## src/rtl/crc_serial_framer.sv

```systemverilog
// Bit-serial CRC framer: streams a parallel message word MSB-first,
// then appends its CRC remainder MSB-first, under valid/ready backpressure.
module crc_serial_framer #(
    parameter int               MSG_W = 6,
    parameter int               CRC_W = 5,
    parameter logic [CRC_W-1:0] POLY  = 5'b00101,
    parameter logic [CRC_W-1:0] INIT  = 5'b00000
) (
    input  logic             clk,
    input  logic             reset,
    input  logic [MSG_W-1:0] msg_in,
    input  logic             msg_valid,
    output logic             msg_ready,
    output logic             ser_bit,
    output logic             ser_valid,
    input  logic             ser_ready,
    output logic             ser_last,
    output logic [CRC_W-1:0] crc_out,
    output logic             crc_done,
    output logic             busy
);

    localparam int MAX_W = (MSG_W > CRC_W) ? MSG_W : CRC_W;
    localparam int CNT_W = $clog2(MAX_W + 1);

    localparam logic [CNT_W-1:0] MSG_LAST = CNT_W'(MSG_W - 1);
    localparam logic [CNT_W-1:0] CRC_LAST = CNT_W'(CRC_W - 1);
    localparam logic [CNT_W-1:0] CRC_PEN  = CNT_W'(CRC_W - 2);

    typedef enum logic [1:0] {
        IDLE,
        MSG,
        CRC
    } state_t;

    state_t           state;
    logic [MSG_W-1:0] shreg;
    logic [CRC_W-1:0] lfsr;
    logic [CRC_W-1:0] shadow;
    logic [CNT_W-1:0] cnt;

    logic             xfer;
    logic             fb;
    logic [CRC_W-1:0] lfsr_nxt;
    logic [MSG_W-1:0] sh_nxt;
    logic [CRC_W-1:0] shadow_nxt;

    // Next LFSR/shift values for the bit being handed off this cycle
    always_comb begin
        xfer       = ser_valid && ser_ready;
        fb         = lfsr[CRC_W-1] ^ ser_bit;
        lfsr_nxt   = (lfsr << 1) ^ (fb ? POLY : '0);
        sh_nxt     = shreg << 1;
        shadow_nxt = shadow << 1;
    end

    // Frame sequencer with registered handshake and serial outputs
    always_ff @(posedge clk or posedge reset) begin
        if (reset) begin
            state     <= IDLE;
            shreg     <= '0;
            lfsr      <= INIT;
            shadow    <= '0;
            cnt       <= '0;
            msg_ready <= 1'b1;
            ser_valid <= 1'b0;
            ser_bit   <= 1'b0;
            ser_last  <= 1'b0;
            crc_out   <= '0;
            crc_done  <= 1'b0;
            busy      <= 1'b0;
        end else begin
            crc_done <= 1'b0;
            unique case (state)
                IDLE: begin
                    if (msg_valid) begin
                        state     <= MSG;
                        shreg     <= msg_in;
                        lfsr      <= INIT;
                        cnt       <= '0;
                        msg_ready <= 1'b0;
                        busy      <= 1'b1;
                        ser_valid <= 1'b1;
                        ser_bit   <= msg_in[MSG_W-1];
                        ser_last  <= 1'b0;
                    end
                end
                MSG: begin
                    if (xfer) begin
                        lfsr  <= lfsr_nxt;
                        shreg <= sh_nxt;
                        if (cnt == MSG_LAST) begin
                            state   <= CRC;
                            cnt     <= '0;
                            crc_out <= lfsr_nxt;
                            shadow  <= lfsr_nxt;
                            ser_bit <= lfsr_nxt[CRC_W-1];
                        end else begin
                            cnt     <= cnt + 1'b1;
                            ser_bit <= sh_nxt[MSG_W-1];
                        end
                    end
                end
                CRC: begin
                    if (xfer) begin
                        shadow <= shadow_nxt;
                        if (cnt == CRC_LAST) begin
                            state     <= IDLE;
                            cnt       <= '0;
                            ser_valid <= 1'b0;
                            ser_bit   <= 1'b0;
                            ser_last  <= 1'b0;
                            crc_done  <= 1'b1;
                            msg_ready <= 1'b1;
                            busy      <= 1'b0;
                        end else begin
                            cnt      <= cnt + 1'b1;
                            ser_bit  <= shadow_nxt[CRC_W-1];
                            ser_last <= (cnt == CRC_PEN);
                        end
                    end
                end
                default: state <= IDLE;
            endcase
        end
    end

endmodule

```

## config.mk

```make
export PLATFORM = sky130hd
export DESIGN_NAME = crc_serial_framer
export DESIGN_NICKNAME = d
export VERILOG_FILES = /design/src/rtl/crc_serial_framer.sv
export SDC_FILE = /design/constraint.sdc
export NUM_CORES = 1
export LEC_CHECK = 0
export ABC_AREA = 0
export BUFFER_PORTS_ARGS = -buffer_cell sky130_fd_sc_hd__buf_2
export CAP_MARGIN = 10
export CELL_PAD_IN_SITES_DETAIL_PLACEMENT = 0
export CELL_PAD_IN_SITES_GLOBAL_PLACEMENT = 1
export CORE_UTILIZATION = 40
export CTS_CLUSTER_DIAMETER = 80
export CTS_CLUSTER_SIZE = 16
export DETAILED_ROUTE_END_ITERATION = 12
export PLACE_DENSITY_LB_ADDON = 0.1
export SLEW_MARGIN = 20
export SYNTH_ARGS = -nofsm -noshare
export SYNTH_HDL_FRONTEND = slang
export SYNTH_SLANG_ARGS = --single-unit
```

## constraint.sdc

```tcl
create_clock -name clk -period 3.6 [get_ports clk]
set_input_delay 0.18 -clock clk [delete_from_list [all_inputs] [get_ports clk]]
set_output_delay 0.18 -clock clk [all_outputs]
set_load 0.005 [all_outputs]
```

==> flow_summary.ini, run 1 <==
[die]
coreArea_mm2 = 0.00372
rows = 22
start_util_pct = 42.3
pin_count = 21
die_h_um = 64.7
die_w_um = 64.7
die_area_mm2 = 0.00418

[sta]
hold_viol_final = 0
skew_ns = 0.00455
rsz0062_at_grt = false
fin_crit_sh_pct = 59.0
fin_ws_ns = 1.48
tns_ns = 0
setup_viol = 0
slew_violations = 0
worst_pin_slew_ns = 0.683
slew_headroom_pct = 54.4
layout_min_cycle_time_ns = 2.12
timing.fmax_mhz = 471

[cells_and_area]
syn2layout_area_growth_pct = 16.0
num_antenna_cells = 0
drive_above_1_share_pct = 28.9
n_fill_cell = 351
layout.nets = 184

[global_route]
grt_usage_pct = 17.3
grt_max_degree = 30
grt_first_pass_wirelength_um = 5290
grt_pass1_vias = 1136
antenna_found_initial = 0
grt_overflow = 0

[run]
cap_violations = 0

[synthesis]
synth.cell_area_mm2 = 0.00157
ys_ff_latch = 29
postSynthCellCount = 141
syn_nets = 160
yosysWarnings = 0
synth_top_flop_cell = dfrtp_1
synth_top_area_share_pct = 44.6
avgSynthCellArea_um2 = 11.1
async_flop_share_pct = 100
yosysUniqueCellTypes = 37
seq_area_frac_synth_pct = 46.3
synth_common_cells = dfrtp_1 (28), nand2_1 (13), ha_1 (9), mux2i_1 (9), nor2_1 (9)
yosysMostFrequentCell = dfrtp_1
synth_edf_count = 0
synth_area_leaders = dfrtp_1 (45%), ha_1 (7.2%), mux2i_1 (5.7%)
synth_area_leader_cell = dfrtp_1

[clock_network]
worst_skew_pair.late_latency_ns = 0.28
clkTransAtPathRegs_ns = 0.06
clock-sinks = 29
cts_made_buffers = 5
cts_tree = yes
cts_root_buf = clkbuf_8
cts_htree_levels = 2
cts_resized = 0
cts_buffer_depth = 2

[routing]
ant_nets = 0
drc = 0
avgViaCountPerCell = 4.95
dr_total_vias = 1060
wl_per_cell_um = 14.0
drt_iter0_markers = 48
dr.pass1.iters = 4
wl_um = 3000

[critical_path]
setup.worst_path.start = state[1]
worst_path_max_delay_cell = ha_1
cp_cell_sequence = inv_1 -> ha_1 -> nand3_4 -> a21o_1 -> a22o_1
arrival_ns = 2.29
worstSetupPathType = flop to flop
cp_data_required_time_ns = 3.77
r2r_slack_ns = 1.48
critPathMaxStageDelay_ns = 0.61
end_kind = flop
critPathLaunchType = flop
cp_max_fo = 15
r2r-start = state[1]

[pwr]
pwr_density_cell_mw_per_mm2 = 382
p_leak_uw = 0.000903
ir_drop_mv = 0.232
finalPower_uw = 697

[min_path]
min-delay-start = msg_in[0]
hold_class = input pin to flop

[placed_design]
place_ws_ns = 1.47
gp_congestion = 0.791
dp_hpwl_um = 2190
port_buffers = 20

[status]
status = completed
-- where the power goes --
part	switching, µW	total, µW	internal [µW]
Combinational	12.3	19.6	7.29
Sequential	1.55	330	329
Clock	122	347	225
-- critical path, delay by kind of cell, from the launching register on --
family / cells / cell delay, ns
fa+ha+maj: 1 / 0.61
buf+inv: 1 / 0.11
compound gates: 2 / 0.69
flops: 1 / 0.41
simple gates: 1 / 0.19
-- per-layer routing --
layer | vias to the layer above | GRT usage [%] | part of all wire, %
met5 | - | 0 | 0
met4 | 0 | 7.50 | 1.9
met3 | 6 | 5.28 | 3.7
met2 | 19 | 28.8 | 47
met1 | 501 | 20.5 | 48
li1 | 534 | - | -
-- cell families after synthesis --
logic type      Yosys count  share of synthesized area [%]
mux                      16                           11.0
buf+inv                  13                           4.54
simple gates             42                           14.6
flops                    29                           46.3
compound gates           30                           14.9
xor+xnor                  2                           1.59
fa+ha+maj                 9                           7.17
-- path summary, 6_finish.rpt --
kind / endpoint / cells past startpoint
worst min register to register: shreg[3] / 2
worst max register to register: lfsr[1] / 5
max in group asynchronous: shadow[2] / 3
worst min-delay path: shreg[0] / 3
worst max-delay path: lfsr[1] / 5
min in group asynchronous: shreg[1] / 3
-- layout make-up --
class	instances	area (µm²)	share of cell area, %
flip-flops and latches	29	727	39.9
well taps	48	60.1	3.29
clock inverters	1	30.0	1.65
multi-input cells	99	773	42.4
clock buffers	7	86.3	4.74
inverters	9	36.3	1.99
repair buffers	21	110	6.04
-- placed cells by master (no fill, tap or decap), types with 2 or more instances in the layout --
| cell | instances |
|---|---|
| inv_1 | 7 |
| a22o_1 | 5 |
| o21ai_0 | 3 |
| o21ai_1 | 2 |
| clkbuf_8 | 6 |
| nand2b_1 | 7 |
| o31ai_1 | 2 |
| mux2i_1 | 9 |
| ha_1 | 9 |
| o21ai_2 | 4 |
| nand2_1 | 13 |
| a21o_1 | 2 |
| nand3_1 | 5 |
| mux2_2 | 4 |
| nor2_1 | 9 |
| dfrtp_1 | 28 |
| nor2_4 | 2 |
| buf_2 | 20 |
| mux2_1 | 2 |
| a21oi_1 | 7 |
-- registers in the layout, summed over array words and instances, names as in the netlist --
name       cells
ser_bit        1
crc_done       1
shadow         4
cnt            3
busy           1
crc_out        5
state          2
shreg          5
lfsr           5
msg_ready      1
ser_last       1
-- repair_timing --
action / CTS / global route
hold buffers: 1 / 0
endpoints found under the hold margin: 28 / 0
buffers inserted: 0 / 0
-- per-stage QoR --
step | utilization [%] | cell area (µm²) | hold WS (ns) | std cells
2_1_floorplan | - | 1570 | 0.257 | 141
6_report | 49.1 | 1820 | 0.149 | 214
4_1_cts | 49.1 | 1820 | 0.140 | 214
3_3_place_gp | 45.7 | 1700 | 0.450 | 205
5_1_grt | 49.1 | 1820 | 0.154 | 214
3_5_place_dp | 45.7 | 1700 | 0.303 | 205
No activity file was read; power rests on OpenSTA's default activity.
==> run 2: changes to the inputs <==
==> constraint.sdc (replaced) <==
create_clock -name clk -period 2.2 [get_ports clk]
set_input_delay 0.11 -clock clk [delete_from_list [all_inputs] [get_ports clk]]
set_output_delay 0.11 -clock clk [all_outputs]
set_load 0.005 [all_outputs]
==> flow_summary.ini, run 2 (synthesis results as in run 1) <==
[routing]
dr_total_vias = 1077
drc = 0
dr.pass1.iters = 4
wl_um = 2940
avgViaCountPerCell = 4.99
drt_iter0_markers = 51
wl_per_cell_um = 13.6
ant_nets = 0

[placed_design]
dp_hpwl_um = 2180
gp_congestion = 0.734
dp.cells = 207
port_buffers = 20

[die]
start_util_pct = 42.3
coreArea_mm2 = 0.00372
pin_count = 21
die_w_um = 64.7
rows = 22
die_area_mm2 = 0.00418
die_h_um = 64.7

[pwr]
p_leak_uw = 0.000914
finalPower_uw = 1140
pwr_density_cell_mw_per_mm2 = 622
ir_drop_mv = 0.432

[sta]
timing.fmax_mhz = 519
fin_crit_sh_pct = 87.6
setup_viol = 0
whs_ns = 0.0757
tns_ns = 0
hold_viol_final = 0
slew_headroom_pct = 49.4
layout_min_cycle_time_ns = 1.93
rsz0062_at_grt = false
worst_pin_slew_ns = 0.757
skew_ns = 0.00899
slew_violations = 0

[global_route]
grt_max_degree = 20
grt_use_met3_pct = 6.51
antenna_found_initial = 0
use_met1_pct = 22.5
grt_overflow = 0
grt_first_pass_wirelength_um = 5180
grt_usage_pct = 16.6
busiest_layer = met2
grt_pass1_vias = 1074
use_met2_pct = 24.1

[cells_and_area]
layout_commonest_cell = dfrtp_1
num_antenna_cells = 0
layout.nets = 186
stdcell_count = 216
reg_top3 = crc_out: 5 flops, lfsr: 5 flops, shreg: 5 flops
n_fill_cell = 345
mostFrequentLayoutCells = dfrtp_1 (28), buf_2 (20), nand2_1 (13)
syn2layout_area_growth_pct = 17.0
final_util_pct = 49.5
drive_above_1_share_pct = 29.2

[clock_network]
cts_setup_buffers = 0
cts_tree = yes
clkTransAtPathRegs_ns = 0.06
cts_buffer_depth = 2
cts_hold_buf = 1
cts_root_buf = clkbuf_8
worst_skew_pair.late_latency_ns = 0.28
cts_htree_levels = 2
clock-sinks = 29
cts_resized = 0
cts_made_buffers = 5

[min_path]
hold_class = input pin to flop
whs_path_depth = 3

[critical_path]
worst_path_max_delay_cell = ha_1
end_kind = flop
critPathMaxStageDelay_ns = 0.44
cp_num_cells = 5
cp_cell_sequence = inv_1 -> ha_1 -> nand3_4 -> a21o_1 -> a22o_1
critPathLaunchType = flop
worstSetupPathType = flop to flop
critPathTopFamily = compound AO/OA/AOI/OAI gates
cp_data_required_time_ns = 2.37
arrival_ns = 2.10
worstRegToRegCells = 5
cp_max_fo = 15
crit_buf_inv = 1

[run]
cap_violations = 0

[status]
status = completed
## run 2: area by class of cell
| cell class | count | area, µm² | area share [%] |
|---|---|---|---|
| inverter | 9 | 36.3 | 1.97 |
| clock buffer | 7 | 86.3 | 4.70 |
| clock inverter | 1 | 30.0 | 1.63 |
| tap | 48 | 60.1 | 3.27 |
| sequential | 29 | 727 | 39.6 |
| timing repair buffer | 23 | 125 | 6.81 |
| multi-input combinational | 99 | 773 | 42.1 |
## run 2: through the flow
stage	setup slack (ns)	cell area [µm²]
2_1_floorplan	0.584	1570
3_3_place_gp	0.360	1710
3_5_place_dp	0.291	1710
4_1_cts	0.264	1840
5_1_grt	0.123	1840
6_report	0.273	1840
## run 2: report_power, final
part           total (µW)  switching (µW)  internal, µW
combinational        32.7            19.7          13.0
sequential            540            2.32           538
clock                 570             201           369
total                1140             223           920
## run 2: final timing paths
path / from / slack, ns / to
min in group asynchronous: reset / 0.50 / shreg[1]
worst max register to register: state[1] / 0.27 / lfsr[4]
worst min register to register: shreg[0] / 0.48 / shreg[0]
worst min-delay path: msg_in[0] / 0.08 / shreg[0]
max in group asynchronous: reset / 1.06 / ser_bit
worst max-delay path: state[1] / 0.27 / lfsr[4]
## run 2: worst register-to-register path, delay by kind of cell (launching register included)
family,cells,cell delay (ns)
buf+inv,1,0.11
fa+ha+maj,1,0.44
compound gates,2,0.68
flops,1,0.42
simple gates,1,0.17
## run 2: metal layers
layer / share of wire (%) / up-vias
met5: 0 / -
met4: 1.3 / 0
met3: 5.3 / 4
met2: 43 / 25
met1: 50 / 508
li1: - / 540
